===== src/rtl/aes_batch_ctrl_if.sv =====
// AES unit link: key-expansion / start pulses and text out, key-valid / result-valid and ciphertext back.
// Latency: none, wires only.
// Backpressure: none; the AES unit answers each start with exactly one aes_text_val pulse.
// Macro: none.
// Ports: master = batch controller side, slave = AES unit side.
interface aes_batch_ctrl_if;
  logic         aes_key_exp;
  logic         aes_start;
  logic [127:0] aes_text_in;
  logic         aes_key_val;
  logic         aes_text_val;
  logic [127:0] aes_text_out;

  modport master (
    output aes_key_exp, aes_start, aes_text_in,
    input  aes_key_val, aes_text_val, aes_text_out
  );

  modport slave (
    input  aes_key_exp, aes_start, aes_text_in,
    output aes_key_val, aes_text_val, aes_text_out
  );
endinterface


===== src/rtl/aes_batch_ctrl.sv =====
// Batch controller: runs key expansion, then a batch of run_count encryptions separated by gap_cycles idle cycles.
// Latency: first aes_start one cycle after run_req; done two cycles after the last aes_text_val (or after run_req if run_count=0).
// Backpressure: none; key_req/run_req are dropped while busy, and run_req is dropped without valid round keys.
// Macro: AES_BATCH_CHAIN_EN -- when defined, each intermediate ciphertext becomes the next encryption's input.
// Ports: clock/resetn (async active-low); key_req, run_req, run_count, gap_cycles, pt_in from the host;
//        aes (master) to the AES unit; result, done, busy, done_count, trig back to the host.
module aes_batch_ctrl (
  input  logic                    clock,
  input  logic                    resetn,
  input  logic                    key_req,
  input  logic                    run_req,
  input  logic [15:0]             run_count,
  input  logic [7:0]              gap_cycles,
  input  logic [127:0]            pt_in,
  aes_batch_ctrl_if.master        aes,
  output logic [127:0]            result,
  output logic                    done,
  output logic                    busy,
  output logic [15:0]             done_count,
  output logic                    trig
);

  typedef enum logic [2:0] {
    IDLE   = 3'd0,
    KEYEXP = 3'd1,
    KWAIT  = 3'd2,
    START  = 3'd3,
    EWAIT  = 3'd4,
    GAP    = 3'd5,
    FINISH = 3'd6
  } state_t;

  state_t       state_q, state_d;
  logic [15:0]  count_q, count_d;
  logic [7:0]   gap_q, gap_d;
  logic [7:0]   gap_cnt_q, gap_cnt_d;
  logic [127:0] text_q, text_d;
  logic [127:0] result_q, result_d;
  logic [15:0]  done_count_q, done_count_d;
  logic         done_q, done_d;
  logic         trig_q, trig_d;

  logic         key_exp;
  logic         start;
  logic         last_enc;
  logic [15:0]  done_count_inc;

  always_comb begin
    state_d      = state_q;
    count_d      = count_q;
    gap_d        = gap_q;
    gap_cnt_d    = gap_cnt_q;
    text_d       = text_q;
    result_d     = result_q;
    done_count_d = done_count_q;
    done_d       = 1'b0;
    key_exp      = 1'b0;
    start        = 1'b0;

    // Saturating increment: the counter stops at 65535 instead of wrapping.
    done_count_inc = (done_count_q == 16'hFFFF) ? done_count_q : done_count_q + 16'd1;
    // Widened compare so the result that would be 65536 can never alias to 0.
    last_enc = (({1'b0, done_count_q} + 17'd1) == {1'b0, count_q});

    case (state_q)
      IDLE: begin
        // key_req has priority; a simultaneous run_req is dropped.
        if (key_req) begin
          state_d = KEYEXP;
        end else if (run_req && aes.aes_key_val) begin
          count_d      = run_count;
          gap_d        = gap_cycles;
          text_d       = pt_in;
          done_count_d = 16'd0;
          state_d      = (run_count == 16'd0) ? FINISH : START;
        end
      end
      KEYEXP: begin
        key_exp = 1'b1;
        state_d = KWAIT;
      end
      KWAIT: begin
        if (aes.aes_key_val) begin
          state_d = IDLE;
        end
      end
      START: begin
        start   = 1'b1;
        state_d = EWAIT;
      end
      EWAIT: begin
        if (aes.aes_text_val) begin
          result_d     = aes.aes_text_out;
          done_count_d = done_count_inc;
          if (last_enc) begin
            state_d = FINISH;
          end else begin
`ifdef AES_BATCH_CHAIN_EN
            text_d = aes.aes_text_out;
`endif
            if (gap_q == 8'd0) begin
              state_d = START;
            end else begin
              gap_cnt_d = gap_q;
              state_d   = GAP;
            end
          end
        end
      end
      GAP: begin
        // Loaded with gap_cycles on entry, leaves when it reads 1: exactly gap_cycles cycles here.
        if (gap_cnt_q <= 8'd1) begin
          state_d = START;
        end else begin
          gap_cnt_d = gap_cnt_q - 8'd1;
        end
      end
      FINISH: begin
        done_d  = 1'b1;
        state_d = IDLE;
      end
      default: begin
        state_d = IDLE;
      end
    endcase

    trig_d = start;
  end

  always_ff @(posedge clock or negedge resetn) begin
    if (!resetn) begin
      state_q      <= IDLE;
      count_q      <= 16'd0;
      gap_q        <= 8'd0;
      gap_cnt_q    <= 8'd0;
      text_q       <= 128'd0;
      result_q     <= 128'd0;
      done_count_q <= 16'd0;
      done_q       <= 1'b0;
      trig_q       <= 1'b0;
    end else begin
      state_q      <= state_d;
      count_q      <= count_d;
      gap_q        <= gap_d;
      gap_cnt_q    <= gap_cnt_d;
      text_q       <= text_d;
      result_q     <= result_d;
      done_count_q <= done_count_d;
      done_q       <= done_d;
      trig_q       <= trig_d;
    end
  end

  assign aes.aes_key_exp = key_exp;
  assign aes.aes_start   = start;
  assign aes.aes_text_in = text_q;
  assign result          = result_q;
  assign done            = done_q;
  assign busy            = (state_q != IDLE);
  assign done_count      = done_count_q;
  assign trig            = trig_q;

endmodule


===== src/flat_wrapper.sv =====
// flat-port wrapper written by rule: the top's interface ports become plain ports
module aes_batch_ctrl_flat 
  (clock, resetn, key_req, run_req, run_count, gap_cycles, pt_in, result, done, busy, done_count, trig, aes_aes_key_exp, aes_aes_start, aes_aes_text_in, aes_aes_key_val, aes_aes_text_val, aes_aes_text_out);
  aes_batch_ctrl_if aes_i ();
  input  logic clock;
  input  logic resetn;
  input  logic key_req;
  input  logic run_req;
  input  logic [15:0] run_count;
  input  logic [7:0] gap_cycles;
  input  logic [127:0] pt_in;
  output logic [127:0] result;
  output logic done;
  output logic busy;
  output logic [15:0] done_count;
  output logic trig;
  output wire logic [$bits(aes_i.aes_key_exp)-1:0] aes_aes_key_exp;
  output wire logic [$bits(aes_i.aes_start)-1:0] aes_aes_start;
  output wire logic [$bits(aes_i.aes_text_in)-1:0] aes_aes_text_in;
  input wire logic [$bits(aes_i.aes_key_val)-1:0] aes_aes_key_val;
  input wire logic [$bits(aes_i.aes_text_val)-1:0] aes_aes_text_val;
  input wire logic [$bits(aes_i.aes_text_out)-1:0] aes_aes_text_out;
  assign aes_aes_key_exp = aes_i.aes_key_exp;
  assign aes_aes_start = aes_i.aes_start;
  assign aes_aes_text_in = aes_i.aes_text_in;
  assign aes_i.aes_key_val = aes_aes_key_val;
  assign aes_i.aes_text_val = aes_aes_text_val;
  assign aes_i.aes_text_out = aes_aes_text_out;
  aes_batch_ctrl u_core (.clock(clock), .resetn(resetn), .key_req(key_req), .run_req(run_req), .run_count(run_count), .gap_cycles(gap_cycles), .pt_in(pt_in), .aes(aes_i), .result(result), .done(done), .busy(busy), .done_count(done_count), .trig(trig));
endmodule

===== config.mk =====
export PLATFORM = sky130hd
export DESIGN_NAME = aes_batch_ctrl_flat
export DESIGN_NICKNAME = d
export VERILOG_FILES = /design/src/rtl/aes_batch_ctrl_if.sv /design/src/rtl/aes_batch_ctrl.sv /design/src/flat_wrapper.sv
export SDC_FILE = /design/constraint.sdc
export NUM_CORES = 1
export LEC_CHECK = 0
export CAP_MARGIN = 30
export CORE_AREA = 4 4 217 219
export DETAILED_ROUTE_END_ITERATION = 6
export DIE_AREA = 0 0 221 223
export HOLD_SLACK_MARGIN = 0.1
export PLACE_DENSITY = 0.61
export SETUP_SLACK_MARGIN = 0.1
export SKIP_LAST_GASP = 1
export SLEW_MARGIN = 20
export SYNTH_ARGS = -nofsm -noshare
export SYNTH_HDL_FRONTEND = slang
export SYNTH_SLANG_ARGS = --single-unit

===== constraint.sdc =====
create_clock -name clock -period 4.8 [get_ports clock]
set_input_delay 0.48 -clock clock [delete_from_list [all_inputs] [get_ports clock]]
set_output_delay 0.48 -clock clock [all_outputs]
set_load 0.05 [all_outputs]

## Word level (Yosys, flattened, before mapping)

Index checks and enable logic that the tools add are counted.
Widths: inputs -> output; s select.

| word-level totals | value |
|---|---|
| memories | 0 |
| bits in writable memories | 0 |
| word-level logic and storage cells | 66 |
| bits in read-only memories | 0 |
| bits in registers | 309 |
| input port bits | 286 |
| bits in latches | 0 |

| cells by class | value |
|---|---|
| shifts and indexed selects | 0 |
| divide/modulo/power cells | 0 |
| bitwise logic cells | 1 |
| reductions and logical operators | 12 |
| eq/ne operators | 18 |
| multiply operators | 0 |
| add/subtract/negate cells | 3 |
| multiplexer cells | 22 |
| $lt $le $gt $ge | 1 |

Operators with widths:

| kind | number |
|---|---|
| $mux 16 | 4 |
| $mux 8 | 4 |
| $pmux 16 s2 | 1 |
| $mux 3 | 8 |
| $pmux 3 s6 | 1 |
| $add 16x1->17 const B | 1 |
| $eq 17x16->1 | 1 |
| $add 16x1->16 const B | 1 |
| $eq 16x16->1 const B | 1 |
| $logic_not 16->1 | 1 |
| $pmux 8 s2 | 1 |
| $ne 2x2->1 const B | 7 |
| $reduce_and 5->1 | 2 |
| $eq 3x3->1 const B | 3 |
| $le 8x1->1 const B | 1 |
| $logic_not 8->1 | 1 |
| $sub 8x1->8 const B | 1 |
| $eq 3x2->1 const B | 2 |
| $ne 2x1->1 const B | 2 |
| $reduce_and 4->1 | 1 |
| $reduce_bool 2->1 | 2 |
| $eq 3x1->1 const B | 1 |
| $logic_not 3->1 | 1 |
| $mux 1 | 3 |
| 6 further kinds | 6 |

## Logic depth before layout (Yosys ltp)

Gate-level depths: netlist (run 1).

| logic depth | value |
|---|---|
| depth in word-level cells | 5 |
| depth in mapped cells | 10 |
| gate-level depth less buffers | 9 |

## Worst setup path before layout (run 1)

Ideal clock, no wire load.

| timing | value |
|---|---|
| path type | reg2reg |
| from | reg u_core.done_count_q[3] (netlist: u_core.done_count[3]) |
| to | reg u_core.gap_cnt_q[6] |
| arrival | 3.117 ns |
| slack | 1.562 ns |
| stages on the path, launching flop included | 11 |
| cell sequence | dfrtp_1 > buf_4 > nand2_2 > or4_1 > buf_2 > or3_4 > a2111oi_4 > nand4_4 > o21a_1 > buf_6 > a22o_1 |

| on the way | value |
|---|---|
| word-level cells in the longest chain between the ends | 4 |

Ends and longest elaborated chain:

| element | RTL line | RTL |
|---|---|---|
| start: declaration | aes_batch_ctrl.sv:39 | `logic [15:0] done_count_q, done_count_d;` |
| start signal: assignment | aes_batch_ctrl.sv:148 | `done_count_q <= done_count_d;` |
| $add 16x1->17 | aes_batch_ctrl.sv:63 | `last_enc = (({1'b0, done_count_q} + 17'd1) == {1'b0, count_q});` |
| $eq 17x16->1 | aes_batch_ctrl.sv:63 |  |
| $ne 2x2->1 (no line) | n/a |  |
| $reduce_and 5->1 (no line) | n/a |  |
| end signal: assignment | aes_batch_ctrl.sv:145 | `gap_cnt_q <= gap_cnt_d;` |
| end: declaration | aes_batch_ctrl.sv:36 | `logic [7:0] gap_cnt_q, gap_cnt_d;` |

Every way passes these cells.
A chain may end at the register's enable or synchronous reset.

## Worst setup path in the final report (run 1)

Same ends and word-level chain as after synthesis.

==> metrics.txt, run 1 <==
Pwr Density 805 nW/um2; static leakage 0.00813 uW; cell family contributing the most delay on the critical path simple AND/OR/NAND/NOR gates; Mapped Nets 1,173; Worst Tran Pin Value 0.953 ns; Pint 8810 uW; grt total ovfl 0; CP arrival 3.63 ns; routed length per instance 21.2 um; most frequent cells in the layout clkdlybuf4s50_1, dfrtp_1, mux2_2, clkbuf_16, o21ai_0; largest net degree at the start of global routing 153; HPWL after DPL 32,900 um; Final Hold Fails 0; DRC Markers 0; Util after Layout 44.6%; Die H 223 um; sequential-to-total area share from yosys stat 61.4%; Placed Cells 2,002; minimum clock period 3.21 ns; P&R area growth vs syn 59.6%; Hold Crit Class register to register; area of the multi-input gates 4620 um2; global-route usage over all layers 17.2%; Clk pin slew, worst setup/hold paths 0.06 ns; first-pass GRT wire length 65,800 um; antenna violations before repair 7; initial cell density of the core 27.9%; DP Area 18,900 um2; row cnt 78; Buf/Inv on CP 0; most common cell after layout, fill and taps aside clkdlybuf4s50_1; fin cells 2,066; Ys Warns 0; fmax 312 MHz; Clk Latency, worst-skew pair 0.54 ns; Post-Syn Area 12,600 um2; diode count 0; Die X-Extent 221 um; Setup Skew 0.00986 ns; Final Max Slew Viols 0; RSZ-0062 raised after global routing no; vias post-DR 9,570; # setup viols final 0; Post-Route WL 43,700 um; Final period util 66.8%; post-route ant nets 0; global placer's final weighted congestion 0.879; CP startpoint kind register; worst vdd ir 549 uV; status finished clean; design area 20,100 um2; Sink Count 309; Post-CTS Resized 0; Layout Nets 1,732; Boundary Pins 563; top_reg_cell synth dfrtp_1; Yosys cell types 59; Mapped Avg Cell Area 14.3 um2; Worst Path Max Fanout 10; DRT Pass-1 Iters 4; switching part of the total 45.6%; Worst Setup End Kind register; Synth Instances 884; H-tree Lvls 2; CP Class register to register; Die ar. 49,300 um2; Slew HR 36.5%; required time of the critical path 5.23 ns; Clk Tree Root Cell clkbuf_16; flops & latches, synth 309; max-cap viol count 0; CTS buffer count 38; sequential power share 28.1%; NetSw 7390 uW; routed vias/inst 4.63; max incr delay on CP 0.69 ns; power share of the clock group 17.5%; vias in the first global route 10,270; share of post-route cells with drive strength above 1 24.4%; Post-synth EDFFs 0; CTS tree yes; Core Region 45,100 um2; cell chain of the critical path nand2_2 > or4_1 > or3_4 > a2111oi_4 > nand4_4 > o21a_1 > a22o_1; cell with the largest stage delay on the worst path or4_1; Comb pwr share 54.3%; setup TNS 0 ns; Post-synth ARST share 100%; Reg area 7730 um2; PortBufs 562; 1st-iter DRT viols 646; FILL cells 4,233; Clock Path Buffers 3
==> cells in the mapped netlist, types with 3 or more instances <==
| cell | number | area share, % |
|---|---|---|
| xor2_1 | 8 | 0.56 |
| mux2_2 | 281 | 25 |
| buf_1 | 3 | 0.089 |
| nand3_1 | 10 | 0.40 |
| and3_1 | 3 | 0.15 |
| a22oi_1 | 6 | 0.36 |
| o31ai_1 | 4 | 0.24 |
| or2_2 | 3 | 0.15 |
| a21oi_1 | 12 | 0.48 |
| nand2_1 | 27 | 0.80 |
| buf_2 | 5 | 0.20 |
| o21ai_0 | 32 | 1.3 |
| or3_1 | 3 | 0.15 |
| ha_1 | 3 | 0.30 |
| nor2_1 | 26 | 0.77 |
| clkbuf_1 | 41 | 1.2 |
| o221ai_1 | 4 | 0.28 |
| dfrtp_1 | 309 | 61 |
| nand4_1 | 8 | 0.40 |
| a311oi_1 | 3 | 0.21 |
| nor4_1 | 10 | 0.50 |
| and4_1 | 3 | 0.21 |
| a31oi_1 | 4 | 0.20 |
| nor3_1 | 8 | 0.32 |
| o211ai_1 | 3 | 0.18 |
| xnor2_1 | 13 | 0.90 |
| inv_1 | 11 | 0.33 |
| and2_1 | 3 | 0.15 |
==> power groups by stage <==
stage               Sequential (uW)  Clock [uW]  Combinational (uW)
finish                         4560        2840                8800
global route                   4730        3070                9140
CTS                            4570        2960                8910
detailed placement             4590           0                8880
global placement               4530           0                8840
floorplan                      8340           0                1810
==> sequential cells by signal, indices dropped and copies added (netlist names) <==
signal and flops:
u_core.state_q 3, u_core.aes.aes_text_in 128, u_core.gap_cnt_q 8, u_core.result 128, u_core.count_q 16, u_core.gap_q 8, u_core.done 1, u_core.trig 1
u_core.done_count 16
==> worst paths after layout <==
| check | end | slack [ns] | depth (start not counted) | start |
|---|---|---|---|---|
| setup reg to reg | u_core.gap_cnt_q[6] | 1.59 | 7 | u_core.done_count[3] |
| setup / recovery | u_core.gap_cnt_q[6] | 1.59 | 7 | u_core.done_count[3] |
| hold / removal | u_core.result[41] | 0.50 | 1 | u_core.result[41] |
| max in group asynchronous | u_core.aes.aes_text_in[81] | 2.94 | 3 | resetn |
| hold reg to reg | u_core.result[41] | 0.50 | 1 | u_core.result[41] |
| min in group asynchronous | u_core.done_count[7] | 0.63 | 2 | resetn |
==> cell families after synthesis <==
family | share of synthesized area [%]
mux | 25.2
xor+xnor | 1.46
flops | 61.4
simple gates | 5.30
fa+ha+maj | 0.298
buf+inv | 2.03
compound gates | 4.33
==> metrics by stage <==
stage | power [uW] | setup WS, ns | hold WS [ns]
after floorplan | 10100 | 1.56 | 0.184
after detailed placement | 13500 | 1.64 | 0.492
final | 16200 | 1.59 | 0.502
after CTS | 16400 | 1.65 | 0.507
after global placement | 13400 | 1.72 | 0.488
after global routing | 16900 | 1.47 | 0.515
==> area by class of cell <==
| class | count | area share [%] |
|---|---|---|
| flip-flops and latches | 309 | 38.5 |
| well taps | 600 | 3.73 |
| inverters | 11 | 0.205 |
| multi-input cells | 512 | 23.0 |
| clock buffers | 56 | 5.47 |
| clock inverters | 7 | 0.579 |
| repair buffers | 571 | 28.6 |
==> metal layers <==
metal	routed length (um)	part of all wire [%]	up-vias	track usage (%)
li1	-	-	4298	-
met1	15300	35	4822	18.0
met2	23000	53	372	31.4
met3	4400	10	64	7.87
met4	857	2.0	14	4.05
met5	89	0.20	-	0
==> timing repair <==
item / in CTS / in global routing
hold buffers: 1 / 0
endpoints found under the hold margin: 90 / 0
setup buffers: 0 / 0
endpoints found under the setup margin: 0 / 0
Note: power is estimated with default switching activity, not from simulation.
==> inputs of run 2 (changes only) <==
PLACE_DENSITY = 0.64   (was 0.61)
clock period = 2.75 ns   (was 4.8 ns; I/O delays follow)
==> metrics.txt, run 2 (synthesis gave the netlist of run 1 again) <==
status finished clean; DRC Markers 0 (unchanged); PortBufs 562 (unchanged); Die ar. 49,300 um2 (unchanged); share of post-route cells with drive strength above 1 27.3% (+2.8 points); routed length per instance 20.5 um (-3.0%); Core Region 45,100 um2 (unchanged); Comb pwr share 54.6% (+0.3 points); area of the multi-input gates 4700 um2 (+1.6%); max-cap viol count 0 (unchanged); first-pass GRT wire length 64,200 um (-2.4%); Reg area 7740 um2 (+0.13%); Slew HR 52.5% (+16 points); DRT Pass-1 Iters 7 (+3); CP Class register to register; global placer's final weighted congestion 0.904 (+2.8%); NetSw 12,900 uW (+75%); minimum clock period 2.57 ns (-0.636 ns); CP startpoint kind register; DP Area 19,000 um2 (+0.87%); Setup Skew 0.0187 ns (+0.00886 ns); CTS tree yes; setup TNS 0 ns (unchanged); grt total ovfl 0 (unchanged); Die X-Extent 221 um (unchanged); Pint 15,300 uW (+74%); Boundary Pins 563 (unchanged); vias in the first global route 10,213 (-0.56%); Final WS setup 0.178 ns (-1.41 ns); Final Max Slew Viols 0 (unchanged); # setup viols final 0 (unchanged); most common cell after layout, fill and taps aside clkdlybuf4s50_1; static leakage 0.00829 uW (+2.0%); worst vdd ir 836 uV (+52%); max incr delay on CP 0.54 ns (-0.15 ns); Clk pin slew, worst setup/hold paths 0.06 ns (about the same); Worst Setup End Kind register; design area 20,400 um2 (+1.4%); H-tree Lvls 2 (unchanged); Die H 223 um (unchanged); Worst Tran Pin Value 0.709 ns (-0.244 ns); global-route usage over all layers 16.8% (-0.36 points); vias post-DR 9,601 (+0.32%); Util after Layout 45.2% (+0.64 points); Sink Count 309 (unchanged); post-route ant nets 0 (unchanged); switching part of the total 45.8% (+0.18 points); CTS buffer count 38 (unchanged); Clk Tree Root Cell clkbuf_16; HPWL after DPL 32,700 um (-0.60%); sequential power share 28.2% (about the same); Worst Path Max Fanout 8 (-2); Final period util 93.5% (+27 points); routed vias/inst 4.58 (-1.2%); initial cell density of the core 27.9% (unchanged); cell chain of the critical path nand2_1 > or4_4 > or3_4 > a2111oi_4 > nand4_4 > o21a_4 > a22o_1; power share of the clock group 17.2% (-0.3 points); CP arrival 3.00 ns (-0.63 ns); P&R area growth vs syn 61.9%; Pwr Density 1380 nW/um2 (+72%); final hold slack 0.302 ns (-0.199 ns); Post-Place Setup Slack 0.0907 ns (-1.55 ns); row cnt 78 (unchanged); antenna violations before repair 10 (+3); Layout Nets 1,757 (+1.4%); FILL cells 4,148 (-2.0%); 1st-iter DRT viols 421 (-35%); Post-Route WL 43,000 um (-1.5%); Hold Crit Class input port to asynchronous set/reset pin; Clock Path Buffers 3 (unchanged); most frequent cells in the layout clkdlybuf4s50_1, dfrtp_1, mux2_2, clkbuf_16, o21ai_0; cell with the largest stage delay on the worst path or4_4; required time of the critical path 3.18 ns (-2.05 ns); largest net degree at the start of global routing 85 (-44%); RSZ-0062 raised after global routing yes; Final Hold Fails 0 (unchanged); Clk Latency, worst-skew pair 0.54 ns (about the same); fmax 389 MHz (+25%)
run 2: layout make-up:
| class | count | share of cell area [%] |
|---|---|---|
| well taps | 600 | 3.68 |
| repair buffers | 596 | 29.2 |
| multi-input cells | 512 | 23.0 |
| inverters | 11 | 0.202 |
| diodes | 1 | 0.0123 |
| flip-flops and latches | 309 | 38.0 |
| clock buffers | 57 | 5.46 |
| clock inverters | 12 | 0.448 |
run 2: metal layers:
metal  wire length [um]  track usage [%]  vias up
met5                 60                0        -
met4               1180             5.13       10
met3               3900             6.84       87
met2              21800             29.5      423
met1              16100             18.8     4731
li1                   -                -     4350
run 2: path summary, 6_finish.rpt:
kind	start	endpoint	slack, ns	depth (start not counted)
max in group asynchronous	resetn	u_core.result[38]	1.60	3
min	resetn	u_core.result[108]	0.30	2
max reg2reg	u_core.done_count[8]	u_core.gap_cnt_q[6]	0.18	7
min reg2reg	u_core.result[59]	u_core.result[59]	0.50	1
max	u_core.done_count[8]	u_core.gap_cnt_q[6]	0.18	7
min in group clock	pt_in[1]	u_core.aes.aes_text_in[1]	0.34	2
run 2: through the flow:
step                      total power [uW]  instances
after floorplan                      17700        884
after global placement               23300       2017
after detailed placement             23500       2017
after CTS                            28500       2089
after global routing                 29500       2097
final                                28200       2098
run 2: worst max-delay path: cells and delay by family, from the launching register on:
family,cells,cell delay [ns]
flops,1,0.40
compound gates,3,0.90
simple gates,4,1.16
run 2: power by group through the flow:
stage | Combinational (uW) | Clock, uW | Sequential [uW]
floorplan | 3170 | 0 | 14600
finish | 15400 | 4850 | 7940
CTS | 15500 | 5040 | 7970
global route | 16000 | 5230 | 8230
detailed placement | 15500 | 0 | 8000
global placement | 15400 | 0 | 7920
run 2: what timing repair did:
action,4_1_cts,5_1_grt
buffers inserted,2,7
hold buffers,1,0
pin swaps,1,7
endpoints found under the hold margin,60,0
setup endpoints to repair,3,12
gates resized for setup,1,14
cloned,0,1
==> inputs of run 3 (changes only) <==
GPL_TIMING_DRIVEN = 0   (was unset)
TNS_END_PERCENT = 5   (was unset)
==> metrics.txt, run 3 (synthesis gave the netlist of run 1 again) <==
status finished with violations; violated checks setup timing; Core Region 45,100 um2 (unchanged); setup TNS -0.240 ns (-0.240 ns); CTS tree yes; cell family contributing the most delay on the critical path simple AND/OR/NAND/NOR gates; RR Endpoint u_core.gap_cnt_q[6]; DP Area 19,100 um2 (+0.32%); Die H 223 um (unchanged); diode count 0 (-1); CP Class register to register; vias post-DR 9,863 (+2.7%); CTS buffer count 38 (unchanged); first-pass GRT wire length 65,500 um (+2.1%); share of post-route cells with drive strength above 1 27.8% (+0.55 points); max incr delay on CP 0.51 ns (-0.03 ns); Worst Setup End Kind register; routed vias/inst 4.60 (+0.57%); Post-Route WL 43,800 um (+1.7%); RSZ-0062 raised after global routing yes; # setup viols final 8 (+8); Worst Tran Pin Value 0.715 ns (+0.00551 ns); DRC Markers 0 (unchanged); Worst Path Max Fanout 8 (unchanged); H-tree Lvls 2 (unchanged); Final period util 103% (+9.6 points); global placer's final weighted congestion 0.812 (-10%); CP arrival 3.27 ns (+0.27 ns); Clk Tree Root Cell clkbuf_16; final hold slack 0.296 ns (-0.00622 ns); most frequent cells in the layout clkdlybuf4s50_1, dfrtp_1, mux2_2, clkbuf_16, clkbuf_1; PortBufs 562 (unchanged); row cnt 78 (unchanged); largest net degree at the start of global routing 96 (+13%); required time of the critical path 3.18 ns (about the same); reg-to-reg startpoint u_core.done_count[3]; Die X-Extent 221 um (unchanged); Setup Skew 0.0219 ns (+0.00314 ns); CP dominant cell by count buf_6; post-route ant nets 0 (unchanged); routed length per instance 20.4 um (-0.43%); design area 20,600 um2 (+1.2%); Final Max Slew Viols 0 (unchanged); Hold Crit Class input port to asynchronous set/reset pin; DRT Pass-1 Iters 5 (-2); Slew HR 52.4% (-0.19 points); max-cap viol count 0 (unchanged); fmax 353 MHz (-9.3%); Boundary Pins 563 (unchanged); Layout Nets 1,807 (+2.8%); antenna violations before repair 4 (-6); static leakage 0.00839 uW (+1.2%); most common cell after layout, fill and taps aside clkdlybuf4s50_1; worst r2r path cells 10 (+3); vias in the first global route 10,484 (+2.7%); CP startpoint kind register; Clk Latency, worst-skew pair 0.54 ns (about the same); Final Hold Fails 0 (unchanged); Clock Path Buffers 3 (unchanged); crit path launch u_core.done_count[3]; reg-to-reg slack, setup -0.09 ns (-0.26 ns); Final WS setup -0.0860 ns (-0.264 ns); Clk pin slew, worst setup/hold paths 0.06 ns (about the same); P&R area growth vs syn 63.9%; Util after Layout 45.8% (+0.56 points); cell chain of the critical path buf_6 > nand2_8 > or4_4 > buf_6 > or3_4 > a2111oi_4 > nand4_4 > o21a_1 > buf_6 > a22o_1; cell with the largest stage delay on the worst path or4_4; 1st-iter DRT viols 437 (+3.8%); Sink Count 309 (unchanged); Die ar. 49,300 um2 (unchanged); Buf/Inv on CP 3 (+3); initial cell density of the core 27.9% (unchanged); global-route usage over all layers 17.0% (+0.18 points); HPWL after DPL 34,000 um (+3.7%); minimum clock period 2.84 ns (+0.264 ns); worst vdd ir 825 uV (-1.3%); grt total ovfl 0 (unchanged); Pwr Density 1370 nW/um2 (-1.1%)
## run 3: changes by cell type in the layout (fill, tap and decap cells not counted), moves of 2 or more
cell / previous run / this run
buf_12: 5 / 0
buf_16: 0 / 3
clkbuf_1: 11 / 35
clkinv_8: 0 / 2
clkinv_2: 9 / 4
buf_6: 1 / 6
buf_1: 0 / 2
clkbuf_8: 7 / 5
clkbuf_2: 0 / 16
buf_2: 0 / 5
## run 3: how the worst max path moves through the flow
stage | slack [ns] | endpoint | cells after the start
CTS | -0.05 | u_core.state_q[0] | 8
finish | -0.09 | u_core.gap_cnt_q[6] | 10
detailed placement | -0.67 | u_core.aes.aes_text_in[113] | 7
global route | -0.15 | u_core.gap_cnt_q[6] | 10
global placement | -13.78 | u_core.done_count[2] | 1
floorplan | -0.17 | u_core.gap_cnt_q[6] | 10
## run 3: repair_timing
item	in CTS	in global routing
endpoints found under the setup margin	236	217
hold buffers	1	0
resized for setup	16	32
pin swaps	1	12
gates cloned	0	1
hold endpoints to repair	63	0
setup buffers	1	27
## run 3: worst reg2reg max path: stages, from the launching register on
cell       delay (ns)
dfrtp_2          0.37
buf_6            0.14
nand2_8          0.06
or4_4            0.51
buf_6            0.14
or3_4            0.36
a2111oi_4        0.43
nand4_4          0.17
o21a_1           0.22
buf_6            0.13
a22o_1           0.21
## run 3: final cells by class
| cell class | count | area (um2) |
|---|---|---|
| Timing Repair Buffer | 595 | 5950 |
| Sequential cell | 309 | 7740 |
| Clock buffer | 56 | 1090 |
| Inverter | 11 | 41.3 |
| Fill cell | 4145 | 24400 |
| Buffer | 51 | 262 |
| Tap cell | 600 | 751 |
| Multi-Input combinational cell | 512 | 4720 |
| Clock inverter | 9 | 97.6 |
## run 3: report_power, final
group	leakage [uW]	switching, uW	internal, uW	total [uW]
Sequential	0.00376	1220	6720	7940
Clock	0.000575	1930	2840	4770
Combinational	0.00406	9790	5730	15500
Total	0.00839	12900	15300	28200
## run 3: per-stage QoR
step,setup WS (ns),power (uW),instances
finish,-0.0860,28200,2143
CTS,-0.0542,28500,2115
detailed placement,-0.675,23500,2049
global route,-0.151,29500,2143
global placement,-13.78,23300,2046
floorplan,-0.171,17700,884
## run 3: layer usage
metal  global-route usage, %  wire [um]  vias up
met2                    31.1      23100      401
li1                        -          -     4444
met5                       0         13        -
met4                    4.13        841        2
met3                    6.46       3750       65
met1                    18.6      16000     4951
